==> src/rtl/pc_pkg.sv <==
// Shared types and default constants for the PC sequencer.
// Imported by the sequencer top and its PC register.
package pc_pkg;

   typedef enum logic [1:0] {
      ST_BOOT,
      ST_RUN,
      ST_HALT
   } pc_state_t;

   localparam int unsigned PC_WIDTH        = 64;
   localparam logic [63:0] PC_RESET_VECTOR = 64'h0;
   localparam logic [63:0] PC_EXC_VECTOR   = 64'h80;
   localparam int unsigned PC_INC          = 4;

endpackage

==> src/rtl/d_ff.sv <==
// Single-bit D flip-flop with asynchronous active-high reset.
// Reset value is a parameter so registers can reset to any vector.
module D_FF #(
   parameter logic RST_VAL = 1'b0
) (
   input  logic i_clk,
   input  logic i_rst,
   input  logic i_d,
   output logic o_q
);

   always_ff @(posedge i_clk or posedge i_rst) begin
      if (i_rst) begin
         o_q <= RST_VAL;
      end else begin
         o_q <= i_d;
      end
   end

endmodule

==> src/rtl/pc_reg.sv <==
// WIDTH-wide PC register with load enable, built bit by bit from D_FF.
// Asynchronous reset loads the parameterised reset vector.
module pc_reg #(
   parameter int unsigned      WIDTH     = 64,
   parameter logic [WIDTH-1:0] RESET_VAL = '0
) (
   input  logic             i_clk,
   input  logic             i_rst,
   input  logic             i_en,
   input  logic [WIDTH-1:0] i_d,
   output logic [WIDTH-1:0] o_q
);

   logic [WIDTH-1:0] w_d;

   assign w_d = i_en ? i_d : o_q;

   for (genvar g = 0; g < WIDTH; g++) begin : g_bit
      D_FF #(
         .RST_VAL(RESET_VAL[g])
      ) u_ff (
         .i_clk(i_clk),
         .i_rst(i_rst),
         .i_d  (w_d[g]),
         .o_q  (o_q[g])
      );
   end

endmodule

==> src/rtl/pc_sequencer.sv <==
// Fetch PC sequencer: BOOT/RUN/HALT FSM with prioritised next-PC select.
// Redirects (exception, branch) pulse flush; bad branch targets trap.
module pc_sequencer
   import pc_pkg::*;
#(
   parameter int unsigned      WIDTH        = PC_WIDTH,
   parameter logic [WIDTH-1:0] RESET_VECTOR = PC_RESET_VECTOR[WIDTH-1:0],
   parameter logic [WIDTH-1:0] EXC_VECTOR   = PC_EXC_VECTOR[WIDTH-1:0],
   parameter int unsigned      INC          = PC_INC
) (
   input  logic             clk,
   input  logic             reset,
   input  logic             stall,
   input  logic             br_taken,
   input  logic [WIDTH-1:0] br_target,
   input  logic             exc,
   input  logic             halt_req,
   input  logic             resume,
   output logic [WIDTH-1:0] pc_out,
   output logic [WIDTH-1:0] pc_plus_inc,
   output logic             pc_valid,
   output logic             flush,
   output logic             misalign
);

   localparam logic [WIDTH-1:0] INC_W      = WIDTH'(INC);
   localparam logic [WIDTH-1:0] ALIGN_MASK = WIDTH'(INC - 1);

   pc_state_t        r_state;
   logic             r_valid;
   logic             r_flush;
   logic             r_misalign;
   logic [WIDTH-1:0] w_pc;
   logic [WIDTH-1:0] w_pc_inc;
   logic [WIDTH-1:0] w_pc_d;
   logic             w_pc_en;
   logic             w_misal;

   assign w_pc_inc = w_pc + INC_W;
   assign w_misal  = (br_target & ALIGN_MASK) != '0;

   // Datapath select; the FSM below applies the same priority to flags.
   always_comb begin
      w_pc_en = 1'b0;
      w_pc_d  = w_pc_inc;
      case (r_state)
         ST_RUN: begin
            if (exc) begin
               w_pc_en = 1'b1;
               w_pc_d  = EXC_VECTOR;
            end else if (br_taken) begin
               w_pc_en = 1'b1;
               w_pc_d  = w_misal ? EXC_VECTOR : br_target;
            end else if (!halt_req && !stall) begin
               w_pc_en = 1'b1;
            end
         end
         ST_HALT: begin
            if (exc) begin
               w_pc_en = 1'b1;
               w_pc_d  = EXC_VECTOR;
            end
         end
         default: begin
            w_pc_en = 1'b0;
         end
      endcase
   end

   pc_reg #(
      .WIDTH    (WIDTH),
      .RESET_VAL(RESET_VECTOR)
   ) u_pc_reg (
      .i_clk(clk),
      .i_rst(reset),
      .i_en (w_pc_en),
      .i_d  (w_pc_d),
      .o_q  (w_pc)
   );

   always_ff @(posedge clk or posedge reset) begin
      if (reset) begin
         r_state    <= ST_BOOT;
         r_valid    <= 1'b0;
         r_flush    <= 1'b0;
         r_misalign <= 1'b0;
      end else begin
         r_flush    <= 1'b0;
         r_misalign <= 1'b0;
         case (r_state)
            ST_BOOT: begin
               r_state <= ST_RUN;
               r_valid <= 1'b1;
            end
            ST_RUN: begin
               if (exc) begin
                  r_flush <= 1'b1;
               end else if (br_taken) begin
                  r_flush    <= 1'b1;
                  r_misalign <= w_misal;
               end else if (halt_req) begin
                  r_state <= ST_HALT;
                  r_valid <= 1'b0;
               end
            end
            ST_HALT: begin
               if (exc || resume) begin
                  r_state <= ST_RUN;
                  r_valid <= 1'b1;
                  r_flush <= exc;
               end
            end
            default: begin
               r_state <= ST_BOOT;
               r_valid <= 1'b0;
            end
         endcase
      end
   end

   assign pc_out      = w_pc;
   assign pc_plus_inc = w_pc_inc;
   assign pc_valid    = r_valid;
   assign flush       = r_flush;
   assign misalign    = r_misalign;

endmodule

==> config.mk <==
export PLATFORM = sky130hd
export DESIGN_NAME = pc_sequencer
export DESIGN_NICKNAME = d
export VERILOG_FILES = /design/src/rtl/pc_pkg.sv /design/src/rtl/d_ff.sv /design/src/rtl/pc_reg.sv /design/src/rtl/pc_sequencer.sv
export SDC_FILE = /design/constraint.sdc
export NUM_CORES = 1
export LEC_CHECK = 0
export CAP_MARGIN = 10
export CELL_PAD_IN_SITES_DETAIL_PLACEMENT = 1
export CELL_PAD_IN_SITES_GLOBAL_PLACEMENT = 1
export CORE_ASPECT_RATIO = 1.1
export CORE_MARGIN = 2
export CORE_UTILIZATION = 34
export CTS_CLUSTER_SIZE = 16
export DETAILED_ROUTE_END_ITERATION = 10
export MAX_ROUTING_LAYER = met4
export PLACE_DENSITY = 0.83
export SETUP_SLACK_MARGIN = 0.1
export SYNTH_ARGS = -nofsm -noshare
export SYNTH_HDL_FRONTEND = slang
export SYNTH_SLANG_ARGS = --single-unit
==> constraint.sdc <==
create_clock -name clk -period 6.6 [get_ports clk]
set_clock_uncertainty 0.1 [all_clocks]
set_input_delay 0.99 -clock clk [delete_from_list [all_inputs] [get_ports clk]]
set_output_delay 0.99 -clock clk [all_outputs]
set_load 0.05 [all_outputs]
Yosys cells after proc, flatten, opt, wreduce, memory -nomap -nowiden
Index checks and enable logic that the tools add are counted.
- flip-flop bits (word level): 69
- bits in latches: 0
- memory bits (writable): 0
- bits in read-only memories: 0
- input bits: 71
- output and inout bits: 131
- memories kept: 0
- add/sub/neg operators: 1
- $mul: 0
- divide/modulo/power cells: 0
- magnitude comparators: 0
- equal/unequal tests: 6
- shift operators: 0
- muxes and demuxes: 27
- bitwise gates (word level): 0
- reduce and logical (&&, ||, !) cells: 7
- operator list (cell ; number):
    $mux W64 ; 4
    $pmux W64 S2 ; 1
    $add A64 B3 Y64 const B ; 1
    $reduce_bool A64 Y1 ; 1
    $mux W1 ; 14
    $mux W2 ; 4
    $ne A2 B2 Y1 const B ; 4
    $pmux W2 S3 ; 1
    $pmux W1 S2 ; 2
    $reduce_and A4 Y1 ; 1
    $pmux W1 S3 ; 1
    $eq A2 B1 Y1 const B ; 1
    $eq A2 B2 Y1 const B ; 1
    $logic_not A1 Y1 ; 2
    $logic_not A2 Y1 ; 1
    $logic_and A1 B1 Y1 ; 1
    $logic_or A1 B1 Y1 ; 1

Longest topological paths before layout
- depth after elaboration: 6
- gate-level depth with buffers: 12

Cells and area by module
A second synthesis with hierarchy kept.
- cell total of the unflattened synthesis: 503
- area, all modules: 5082.4 µm²
- by module, submodules not included (module ; times used ; cells each ; area each (µm²)):
    pc_sequencer ; 1 ; 304 ; 2163.3
    D_FF ; 64 ; 2 ; 28.8
    pc_reg ; 1 ; 71 ; 1077.3

Least setup slack after synthesis
OpenSTA, ideal clock, no wires.
- path type: register to output
- start point: reg u_pc_reg.g_bit[3].u_ff.o_q
- end point: out pc_plus_inc[44]
- arrival: 3.060 ns
- slack: 2.450 ns
- stages on the path, launching flop included: 9
- path through: dfrtp_1 -> ha_1 -> nand3_1 -> or4_4 -> buf_6 -> or3_4 -> buf_6 -> or3_4 -> xnor2_1
- cells in the longest elaborated chain, start to end: 1
- ends and longest elaborated chain (item ; RTL line ; source):
    from (decl) ; d_ff.sv:9 ; output logic o_q
    from (signal assigned) ; d_ff.sv:16 ; o_q <= i_d;
    $add A64 B3 Y64 ; pc_sequencer.sv:39 ; assign w_pc_inc = w_pc + INC_W;
    to (decl) ; pc_sequencer.sv:20 ; output logic [WIDTH-1:0] pc_plus_inc,
No other way between the ends.

Worst setup path in the final report
- start point: reg u_pc_reg.g_bit[2].u_ff.o_q
- end point: out pc_plus_inc[52]
- cells in the longest elaborated chain, start to end: 1
- ends and longest elaborated chain (item ; RTL line):
    from (decl) ; d_ff.sv:9
    from (signal assigned) ; d_ff.sv:16
    $add A64 B3 Y64 ; pc_sequencer.sv:39
No other way between the ends.

==> impl.org <==
** GRT
- In the global route stage, overall resource usage came out at 0.250.
- Antenna violations before repair :: 2
- GR peak layer :: met2
- Via count of the first global-routing pass :: 6,098
- Entering global routing, the biggest net connects 70 pins.
- Global routing usage on met2 :: 0.406
- For met3 alone, demand over resource in global routing was 0.0650.
- Total congestion overflow :: 0
- The first global-routing pass estimated around 34,000 um of wire.
- GRT met1 Usage :: 0.309

** Clock tree
- After clock tree synthesis, the repair step resized 0 gates.
- Buffer type at the clock tree root :: clkbuf_16
- Deepest clock path buffer count :: 2
- Clock insertion delay at the later pin of the skew report :: 0.34 ns
- CTS tree :: built
- The clock net in this run drives a total of 69 sinks.
- H-tree levels :: 3
- Post-CTS timing repair inserted 0 buffers for setup.
- After clock tree synthesis, the clock-pin slew on the worst setup and hold paths is 0.06 ns.
- TritonCTS created 9 clock buffers.
- Count of hold buffers inserted by post-cts repair :: 0

** Yosys
- The number of nets in the synthesized netlist is 801.
- Synth Cell Area :: roughly 5700 sq um
- Of the total synthesized cell area, the portion taken by full adders, half adders and majority gates is 0.0110.
- Among all cell types in the netlist, the one instantiated most often is nand2_1.
- Measured against the total synthesized area, the mux share comes to 0.00176.
- Yosys printed 0 warnings.
- The commonest cells after synthesis are 104 x nand2_1, 69 x dfrtp_1, 66 x buf_4, 50 x o21ai_0, 47 x xnor2_1.
- Of the total synthesized cell area, the portion taken by AND, OR, NAND and NOR gates is 0.247.
- The fraction of the mapped netlist area in compound gates came to 0.215.
- Synthesis handed over a netlist of slightly above 700 instances.
- For this run, the register share of the synthesized area comes to 0.303.
- Number of synthesized register bits :: 69
- The biggest area contributor in the post-synthesis netlist is dfrtp_1.
- Post-Synth XOR/XNOR Area :: 0.0923
- The most used flip-flop cell after synthesis is dfrtp_1.
- The share of synthesized area in the top cell type comes to 0.303.
- Per-instance average area after synthesis :: 7.86 sq um
- Fraction of registers with async set/reset :: 1.00
- Counting flops with a built-in enable in the synthesized netlist gives 0.
- Ranked by total cell area, the synthesized netlist is headed by dfrtp_1 30%, buf_4 8.7%, xnor2_1 7.2%.
- Largest family of logic cells by synthesized area :: simple AND/OR/NAND/NOR gates
- Yosys mapped the design onto 58 distinct sky130hd cell types.

** Setup path
- In this design, the stage delay of the slowest critical-path cell is 0.93 ns.
- STA classifies the critical path endpoint as an output pin.
- Max FO, Critical Path :: 10
- Worst path cell trace :: ha_1 > nand3_1 > or4_4 > nor4_2 > nand4_1 > xnor2_1 > clkdlybuf4s50_1
- CP startpoint kind :: flop
- Kind of critical path :: reg -> out
- Arrival time worst endpoint :: 4.04 ns
- Data on the critical path is required at its endpoint by between 5 and 6 ns.
- Critical Path Slowest Stage Cell :: nor4_2
- In this design, the largest share of critical-path delay is due to simple AND/OR/NAND/NOR gates.
- Buffering stage count on the worst path with inverters included :: 1

** STA
- Setup violations remaining at the end of the flow were counted as 0.
- Slew of the pin with the lowest slew margin :: 1.04 ns
- Post-route fraction of the period consumed by the critical path :: 0.777
- Worst max-slew margin expressed relative to the limit :: 0.302
- Highest Clock Rate :: roughly 0.2 GHz
- The number of max-slew violations in the final report was 0.
- Subtracting the final worst setup slack from the clock period gives 5.13 ns.
- The number of hold violations in the final report came to 0.
- In the final timing run, aggregate negative setup slack is 0 ns.
- RSZ-0062 raised after global routing :: no

** Detailed routing
- The count of nets left with antenna violations once routing finished came out at 0.
- The final layout contains routed wiring with a total length of 21,600 um.
- In the routed design, unresolved DRC markers number 0.
- After detailed routing, the number of vias per cell comes to 5.65.
- Initial drt markers :: 320
- Total number of vias :: 5,907
- 1st-pass router iterations :: 4
- Average detailed-routed wire length per instance :: 20.7 um

** Floorplanning
- Floorplan Core Area :: between 15,000 and 20,000 sq um
- In this run the count of I/O pins placed on the die edge is 202.
- Site row count :: 49
- The die covers ~18,000 sq um.
- The die is 127 um wide.
- The initial utilization of the core area, before any placement, comes to 0.348.
- Die Y :: between 100 and 150 um

** Final layout
- Share of the core filled with cells :: 0.468
- Final #Nets :: between 900 and 1,000
- Layout filler cell count :: 1,934
- Summing all non-filler instances in the final layout gives an area of 7660 sq um.
- Layout-stage area growth over the synthesis result :: 34.5%
- Layout cell share with drive strength beyond 1 :: 0.0465

** Place
- During placement, the flow inserted port buffers numbering 201.
- Post-detailed-placement half-perimeter wirelength :: around 16,000 um
- After detailed placement, the total cell area comes to 7380 sq um.
- Final weighted congestion of routability-driven global placement :: about 0.83

** Job
- Number of max-capacitance violations reported :: 0

** Status
- Outcome :: finished, final reports clean

** Pwr
- VDD sags by at most 0.163 mV.
- In this run the static leakage power is around 2.9 nW.
- Dividing total power by cell area gives a power density of 230 nW/um^2.
- Final Power :: roughly 1.8 mW

** Min path
- Hold Path Class :: reg -> reg
[worst paths after layout]
check / slack [ns] / cells past startpoint / startpoint / end
worst max-delay path: 1.47 / 7 / u_pc_reg.g_bit[2].u_ff.o_q$_DFFE_PP0N_ / pc_plus_inc[52]
worst max register to register: 3.34 / 7 / u_pc_reg.g_bit[2].u_ff.o_q$_DFFE_PP0N_ / u_pc_reg.g_bit[62].u_ff.o_q$_DFFE_PP0N_
max in group asynchronous: 4.59 / 3 / reset / u_pc_reg.g_bit[16].u_ff.o_q$_DFFE_PP0N_
worst min-delay path: 0.42 / 1 / u_pc_reg.g_bit[0].u_ff.o_q$_DFFE_PP0P_ / u_pc_reg.g_bit[0].u_ff.o_q$_DFFE_PP0P_
worst min register to register: 0.42 / 1 / u_pc_reg.g_bit[0].u_ff.o_q$_DFFE_PP0P_ / u_pc_reg.g_bit[0].u_ff.o_q$_DFFE_PP0P_
min in group asynchronous: 1.15 / 3 / reset / u_pc_reg.g_bit[45].u_ff.o_q$_DFFE_PP0N_
[report_power, final]
group          switching [mW]  total [mW]  internal [mW]
logic                   0.525       0.774          0.249
clock network           0.196       0.467          0.272
registers              0.0599       0.520          0.460
total                   0.780        1.76          0.981
[per-stage QoR]
step / worst slack, ns / hold WS, ns / std cells
after detailed placement: 1.79 / 0.407 / 1027
after global placement: 1.92 / 0.402 / 1027
after floorplan: 2.45 / 0.379 / 725
after global routing: 1.16 / 0.468 / 1045
after CTS: 1.41 / 0.425 / 1043
final: 1.47 / 0.421 / 1045
[cell families (layout without fill, tap and decap cells)]
logic type / count (synthesis) / count (layout)
AO/OA/AOI/OAI: 187 / 187
adder cells (fa/ha/maj): 5 / 5
flip-flops: 69 / 69
AND/OR/NAND/NOR: 276 / 276
multiplexers: 1 / 1
XOR/XNOR: 60 / 60
other: 0 / 2
buffers and inverters: 127 / 241
[metal layers]
metal  wire length [um]  part of all wire  vias up
li1                   -                 -     2788
met1               9300              0.43     2909
met2              10500              0.48      191
met3               1470             0.068       19
met4                350             0.016        0
met5                  0                 0        -
[state kept, by name, indices dropped and copies added (netlist names)]
register	flops
r_state	2
misalign	1
u_pc_reg.g_bit.u_ff.o_q	64
flush	1
pc_valid	1
[final cells by class]
type | instances | area (sq um) | share of cell area
inverters | 13 | 50.0 | 0.00653
flip-flops and latches | 69 | 1730 | 0.225
clock buffers | 11 | 253 | 0.0330
clock inverters | 5 | 25.0 | 0.00327
multi-input cells | 529 | 3250 | 0.424
well taps | 204 | 255 | 0.0333
diodes | 2 | 5.00 | 0.000653
repair buffers | 212 | 2090 | 0.273
[cells in the final DEF (no fill, tap or decap), types with 13 or more instances in the layout]
cell and n:
a21oi_1 39, and4_1 15, clkdlybuf4s50_1 201, dfrtp_1 69, nand2_1 104, nand3_1 37
nand4_1 21, nor2_1 36, nor3_1 14, nor4_1 13, o21ai_0 50, o311ai_0 15
xnor2_1 47, xor2_1 13
(Power assumes the default switching activity.)
